`config.mk`:
```
export PLATFORM = sky130hd
export DESIGN_NAME = mult_seq_param
export DESIGN_NICKNAME = d
export VERILOG_FILES = /design/src/rtl/mult_seq_param.sv
export SDC_FILE = /design/constraint.sdc
export NUM_CORES = 1
export LEC_CHECK = 0
export ABC_AREA = 1
export ABC_CLOCK_PERIOD_IN_PS = 7550
export BUFFER_PORTS_ARGS = -buffer_cell sky130_fd_sc_hd__buf_2
export CAP_MARGIN = 40
export CELL_PAD_IN_SITES_DETAIL_PLACEMENT = 1
export CELL_PAD_IN_SITES_GLOBAL_PLACEMENT = 1
export CORE_AREA = 2 2 196 198
export CTS_BUF_LIST = sky130_fd_sc_hd__clkbuf_8
export CTS_CLUSTER_SIZE = 30
export DETAILED_ROUTE_END_ITERATION = 10
export DIE_AREA = 0 0 198 200
export PLACE_DENSITY = 0.87
export SYNTH_ARGS = -nofsm -noshare
export SYNTH_HDL_FRONTEND = slang
export SYNTH_SLANG_ARGS = --single-unit
```
`constraint.sdc`:
```
create_clock -name clk -period 7.55 [get_ports clk]
set_input_delay 1.51 -clock clk [delete_from_list [all_inputs] [get_ports clk]]
set_output_delay 1.51 -clock clk [all_outputs]
set_load 0.02 [all_outputs]
```
`src/rtl/mult_seq_param.sv`:
```
// Digit-serial multiplier: retires DIGIT bits of in_b per cycle on operand magnitudes,
// then applies the sign and optional LSB truncation to the registered product.
module mult_seq_param #(
  parameter int BIT_WIDTH = 24,
  parameter int OUT_WIDTH = 48,
  parameter int DIGIT     = 4,
  parameter int TRUNC     = 0
) (
  input  logic                 clk,
  input  logic                 rst_n,
  input  logic                 in_valid,
  output logic                 in_ready,
  input  logic [BIT_WIDTH-1:0] in_a,
  input  logic [BIT_WIDTH-1:0] in_b,
  input  logic                 in_signed,
  output logic                 out_valid,
  input  logic                 out_ready,
  output logic [OUT_WIDTH-1:0] out,
  output logic                 busy
);

  localparam int N     = BIT_WIDTH / DIGIT;
  localparam int CNT_W = (N > 1) ? $clog2(N) : 1;
  localparam logic [OUT_WIDTH-1:0] KEEP_MASK = {OUT_WIDTH{1'b1}} << TRUNC;

  typedef enum logic [1:0] {IDLE, CALC, DONE} state_t;

  state_t               r_state;
  logic [OUT_WIDTH-1:0] r_magA;
  logic [BIT_WIDTH-1:0] r_magB;
  logic [OUT_WIDTH-1:0] r_acc;
  logic                 r_neg;
  logic [CNT_W-1:0]     r_cnt;

  logic [BIT_WIDTH-1:0] w_absA;
  logic [BIT_WIDTH-1:0] w_absB;
  logic [OUT_WIDTH-1:0] w_partial;
  logic [OUT_WIDTH-1:0] w_accNext;
  logic [OUT_WIDTH-1:0] w_final;
  logic                 w_accept;

  assign w_absA = (in_signed && in_a[BIT_WIDTH-1]) ? -in_a : in_a;
  assign w_absB = (in_signed && in_b[BIT_WIDTH-1]) ? -in_b : in_b;

  // r_magA is pre-shifted each cycle, so this partial already sits at weight DIGIT*cnt
  assign w_partial = r_magA * OUT_WIDTH'(r_magB[DIGIT-1:0]);
  assign w_accNext = r_acc + w_partial;
  assign w_final   = (r_neg ? -w_accNext : w_accNext) & KEEP_MASK;

  assign in_ready = rst_n && ((r_state == IDLE) || ((r_state == DONE) && out_ready));
  assign w_accept = in_valid && in_ready;
  assign busy     = (r_state != IDLE);

  always_ff @(posedge clk) begin
    if (!rst_n) begin
      r_state   <= IDLE;
      r_magA    <= '0;
      r_magB    <= '0;
      r_acc     <= '0;
      r_neg     <= 1'b0;
      r_cnt     <= '0;
      out       <= '0;
      out_valid <= 1'b0;
    end else begin
      case (r_state)
        IDLE: ;
        CALC: begin
          r_acc  <= w_accNext;
          r_magA <= r_magA << DIGIT;
          r_magB <= r_magB >> DIGIT;
          r_cnt  <= r_cnt + CNT_W'(1);
          if (r_cnt == CNT_W'(N - 1)) begin
            out       <= w_final;
            out_valid <= 1'b1;
            r_state   <= DONE;
          end
        end
        DONE: begin
          if (out_ready) begin
            out_valid <= 1'b0;
            r_state   <= IDLE;
          end
        end
        default: r_state <= IDLE;
      endcase

      // A new accept overrides the DONE->IDLE move, giving DONE->CALC in one edge
      if (w_accept) begin
        r_magA  <= OUT_WIDTH'(w_absA);
        r_magB  <= w_absB;
        r_neg   <= in_signed && (in_a[BIT_WIDTH-1] ^ in_b[BIT_WIDTH-1]);
        r_acc   <= '0;
        r_cnt   <= '0;
        r_state <= CALC;
      end
    end
  end

endmodule

```
## Word level (Yosys, flattened, before mapping)

Index checks and enable logic that the tools add are counted.

| storage, ports and cells | value |
|---|---|
| bits in registers | 175 |
| output and inout port bits | 51 |
| logic and storage cells | 57 |

| cells by class | value |
|---|---|
| add/sub/neg operators | 5 |
| multipliers | 1 |
| mux-type cells | 14 |
| reduce and logical (&&, ||, !) cells | 16 |
| equal/unequal tests | 8 |
| bitwise logic cells | 3 |

Operators by type and width:

| kind | count |
|---|---|
| two-way mux 24 bit | 6 |
| adder 48 bit | 1 |
| multiplier 48 x 4 -> 48 bit | 1 |
| two-way mux 48 bit | 1 |
| negator 24 bit | 2 |
| negator 48 bit | 1 |
| AND reduction 3 bit | 3 |
| logical AND 1 bit | 6 |
| != test 2 bit, second input constant | 3 |
| != test 3 bit, second input constant | 2 |
| one-hot mux 2 bit (3 select lines) | 1 |
| nonzero test 2 bit | 3 |
| two-way mux 2 bit | 2 |
| adder 3 x 1 -> 3 bit, second input constant | 1 |
| equality test 3 bit, second input constant | 1 |
| two-way mux 1 bit | 3 |
| equality test 2 x 1 -> 1 bit, second input constant | 1 |
| equality test 2 bit, second input constant | 1 |
| logical NOT 2 bit | 1 |
| inverter 1 bit | 2 |
| one-hot mux 1 bit (2 select lines) | 1 |
| AND reduction 2 bit | 1 |
| OR reduction 2 bit | 1 |
| logical OR 1 bit | 1 |
| XOR 1 bit | 1 |

## Depth between registers and ports, before layout

| logic depth | value |
|---|---|
| depth after elaboration | 7 |
| gate-level depth with buffers | 32 |

## Worst setup path before layout

No wires, ideal clock.

| timing path | value |
|---|---|
| kind | reg-to-reg |
| start | register r_magB[1] |
| end | register out[42] |
| path buffers | 2 |
| setup time | 0.113 ns |
| setup slack | 2.969 ns |
| cell stages (with the launch flop) | 29 |
| arrival time | 4.468 ns |
| path through | dfxtp_1 > clkbuf_1 > clkbuf_1 > nand2_1 > inv_1 > fa_1 > fa_1 > inv_1 > fa_1 > inv_1 > ha_1 > nand2_2 > inv_1 > a21oi_2 > nand2_2 > nand2_1 > nand2_1 > nor2_4 > nand3_2 > nor2_4 > nand3_4 > nor2_2 > nand3_2 > nand2_4 > nand2_2 > nand2_1 > nand2_1 > o21ai_1 > inv_1 |

| on the way | value |
|---|---|
| longest elaborated chain between the ends | 4 |

Ends and longest elaborated chain:

| what | RTL line | text |
|---|---|---|
| from (decl) | 30 | `logic [BIT_WIDTH-1:0] r_magB;` |
| from (signal assigned) | 70 | `r_magB <= r_magB >> DIGIT;` |
| from (signal assigned) | 90 | `r_magB <= w_absB;` |
| multiplier 48 x 4 -> 48 bit (*) | 46 | `assign w_partial = r_magA * OUT_WIDTH'(r_magB[DIGIT-1:0]);` |
| adder 48 bit (*) | 47 | `assign w_accNext = r_acc + w_partial;` |
| negator 48 bit | 48 | `assign w_final = (r_neg ? -w_accNext : w_accNext) & KEEP_MASK;` |
| two-way mux 48 bit (*) | 48 |  |
| to (signal assigned) | 73 | `out <= w_final;` |
| to (decl) | 18 | `output logic [OUT_WIDTH-1:0] out,` |

Mark *: on every way between the ends. The rest lies on a longest branch, timed or not.
A chain may end at the register's enable or synchronous reset.

## Final worst setup path

| timing path | value |
|---|---|
| start | register r_magB[2] |
| end | register out[37] |

Same word-level chain as after synthesis.

==> reports/results.txt <==
H-tree levels = 4
kind of end point of the critical path = flip-flop
number of synthesized flops with an enable pin = 0
RSZ-0062 raised after global routing = no
GPL Wtd Cong = 0.967
total number of yosys warnings = 0
gr usage total = 34.7%
CTS root buffer = clkbuf_8
NetSw = 893 uW
Post-CTS Setup Repair Bufs = 0
sw frac = 38.4%
Worst EP arrival = 6.55 ns
mapped cell area = 18100 sq um
largest net degree at the start of global routing = 86
die area = 39600 sq um
Final Max Slew Viols = 0
Final Hold Vio Count = 0
vias in the first global route = 19639
Leak Pwr = 0.0115 uW
Synth Area per Inst = 6.15 sq um
critical path class = flip-flop to flip-flop
Routed WL = 66.9 mm
sequential area share after synthesis = 19.4%
status = finished clean
most common cell after layout, fill and taps aside = nand2_1
Hold WS = 0.468 ns
placed cell count = 3488
min cycle time layout = 6.11 ns
Final period util = 81.0%
total clock buffers created by CTS = 17
Finished Layout Cells = 3521
Fillers = 5263
clock latency on the worst-skew pair = 0.54 ns
CTS tree = done
Min-Delay Path Class = flip-flop to flip-flop
Layout area overhead = 7.97%
Final TNS setup = 0 ns
reg2reg setup slack = 1.44 ns
1st-iter DRT viols = 1295
Net Count, Synth = 3188
fmax = 164 MHz
Critical Path End = out[37]
Routed WL per cell = 19.0 um
initial antenna violation count = 0
Internal = 1430 uW
RR Endpoint = out[37]
worst-margin pin slew = 0.819 ns
Ports = 104
# hold bufs at CTS = 0
PwrDens = 119 nW/um^2
Comb pwr share = 26.3%
via count = 18821
diodes inserted = 0
Post-synth ARST share = 0%
Slew HR = 45.4%
Max Cap Viol = 0
drt pass-1 iters = 5
Clock transition at path regs = 0.11 ns
Synth Flop Type = dfxtp_1
CP startpoint = r_magB[2]
Synth Instances = 2945
Final Setup Violations = 0
clock share of power = 31.6%
Vias/cell = 5.35
global-route wire length before repair = 105 mm
Startpoint Class = flip-flop
number of port buffers = 103
Initial Utilization = 48.4%
clock buffer depth = 2
antenna-violating nets left = 0
fin nets = 3240
Final Skew = 0.0183 ns
die extent in x = 198 um
Synth cell types = 43
worst-path maximum fanout = 37
dpl hpwl = 53.6 mm
R2R cell count = 26
post-cts sizing count = 0
Reg2Reg Launch Point = r_magB[2]
power share of the sequential group = 42.1%
# DRC = 0
Die Height = 200 um
multi-input logic area = 11600 sq um
PnR worst setup slack = 1.44 ns
row count = 71
number of synthesized register bits = 175
required time worst endpoint = 7.98 ns
Clock Sinks = 175
most frequent cells in the layout = nand2_1 (917), inv_1 (687), nor2_1 (189), a21oi_1 (176), dfxtp_1 (174)
core area = 37400 sq um
GR Overflow Total = 0
Sequential Area = 3500 sq um
layout cell share with drive strength beyond 1 = 9.00%
Place WS = 1.62 ns
Worst VDD drop = 0.130 mV
## synth_stat cells (2+ instances only)
cell	count	area, sq um
a211oi_1	3	22.5
a21oi_1	176	881
a21oi_2	7	61.3
a31oi_1	12	75.1
buf_1	10	37.5
buf_2	5	25.0
clkbuf_1	74	278
clkinv_1	7	26.3
dfxtp_1	175	3500
fa_1	134	2680
ha_1	56	701
inv_1	690	2590
inv_2	9	33.8
nand2_1	918	3450
nand2_2	44	275
nand2_4	3	33.8
nand3_1	96	480
nand3_2	10	100
nand3b_1	7	52.6
nand4_1	27	169
nor2_1	190	713
nor2_2	22	138
nor2_4	11	124
nor3_1	11	55.1
o211ai_1	8	60.1
o21a_1	2	15.0
o21ai_0	145	726
o21ai_1	4	20.0
o21bai_1	3	22.5
o221ai_1	8	70.1
o31ai_1	5	37.5
xnor2_1	18	158
xor2_1	45	394
## metal layers
layer | GRT usage [%] | wire [um]
met3 | 5.14 | 3810
met2 | 55.7 | 30000
met1 | 47.1 | 30700
met4 | 13.7 | 2370
met5 | 0 | 0
## worst min-delay path by stage
stage	cells past startpoint	from	to	slack, ns
final	2	out[41]	out[41]	0.47
after global routing	2	out[41]	out[41]	0.49
after CTS	2	out[41]	out[41]	0.47
after detailed placement	2	out[41]	out[41]	0.46
after global placement	2	r_magA[47]	r_magA[47]	0.45
after floorplan	2	r_acc[3]	r_acc[3]	0.44
## logic make-up after synthesis
group | share of synthesized area [%]
adder cells (fa/ha/maj) | 18.7
buffers and inverters | 16.5
AND/OR/NAND/NOR | 31.2
AO/OA/AOI/OAI | 11.2
flip-flops | 19.4
XOR/XNOR | 3.05
## sequential cells by signal, summed over array words and instances (netlist names)
name       cells
r_cnt          3
r_state        2
r_acc         48
out           48
out_valid      1
r_neg          1
r_magB        24
r_magA        48
## area by class of cell
type                            count  share of cell area, %
Inverter                          706                   13.6
Tap cell                          511                   3.27
Clock inverter                     15                  0.935
Timing Repair Buffer              122                   3.64
Clock buffer                       17                   1.20
Multi-Input combinational cell   1975                   59.5
Sequential cell                   175                   17.9
## through the flow
stage | instance area (sq um) | power, uW | utilization, %
2_1_floorplan | 18100 | 1400 | -
4_1_cts | 19500 | 2320 | 52.2
6_report | 19500 | 2330 | 52.3
5_1_grt | 19500 | 2430 | 52.3
3_3_place_gp | 19100 | 1560 | 50.9
3_5_place_dp | 19100 | 1590 | 51.1
## power by group through the flow
stage          clock, uW  combinational (uW)  sequential [uW]
6_report             736                 613              979
5_1_grt              778                 669              982
4_1_cts              743                 602              978
3_5_place_dp           0                 595              999
3_3_place_gp           0                 568              997
2_1_floorplan          0                 412              987
## worst max-delay path, cell delays in order (launching register included)
cell and delay, ns:
dfxtp_1 0.61, buf_4 0.47, nand2_1 0.13, inv_1 0.11, fa_1 0.46, fa_1 0.57
inv_1 0.06, fa_1 0.50, inv_1 0.07, ha_1 0.37, nand2_1 0.18, nor2_2 0.28
nand3_1 0.24, nand3_2 0.24, nand2_1 0.13, nand2_1 0.19, nand2_1 0.11, nand3_1 0.09
nand2_1 0.16, nor2_1 0.24, nand2_1 0.15, nor2_1 0.13, nand2_1 0.12, nand2_2 0.10
o21ai_0 0.09, a21oi_1 0.15, nor2_1 0.05
(Power assumes the default switching activity.)
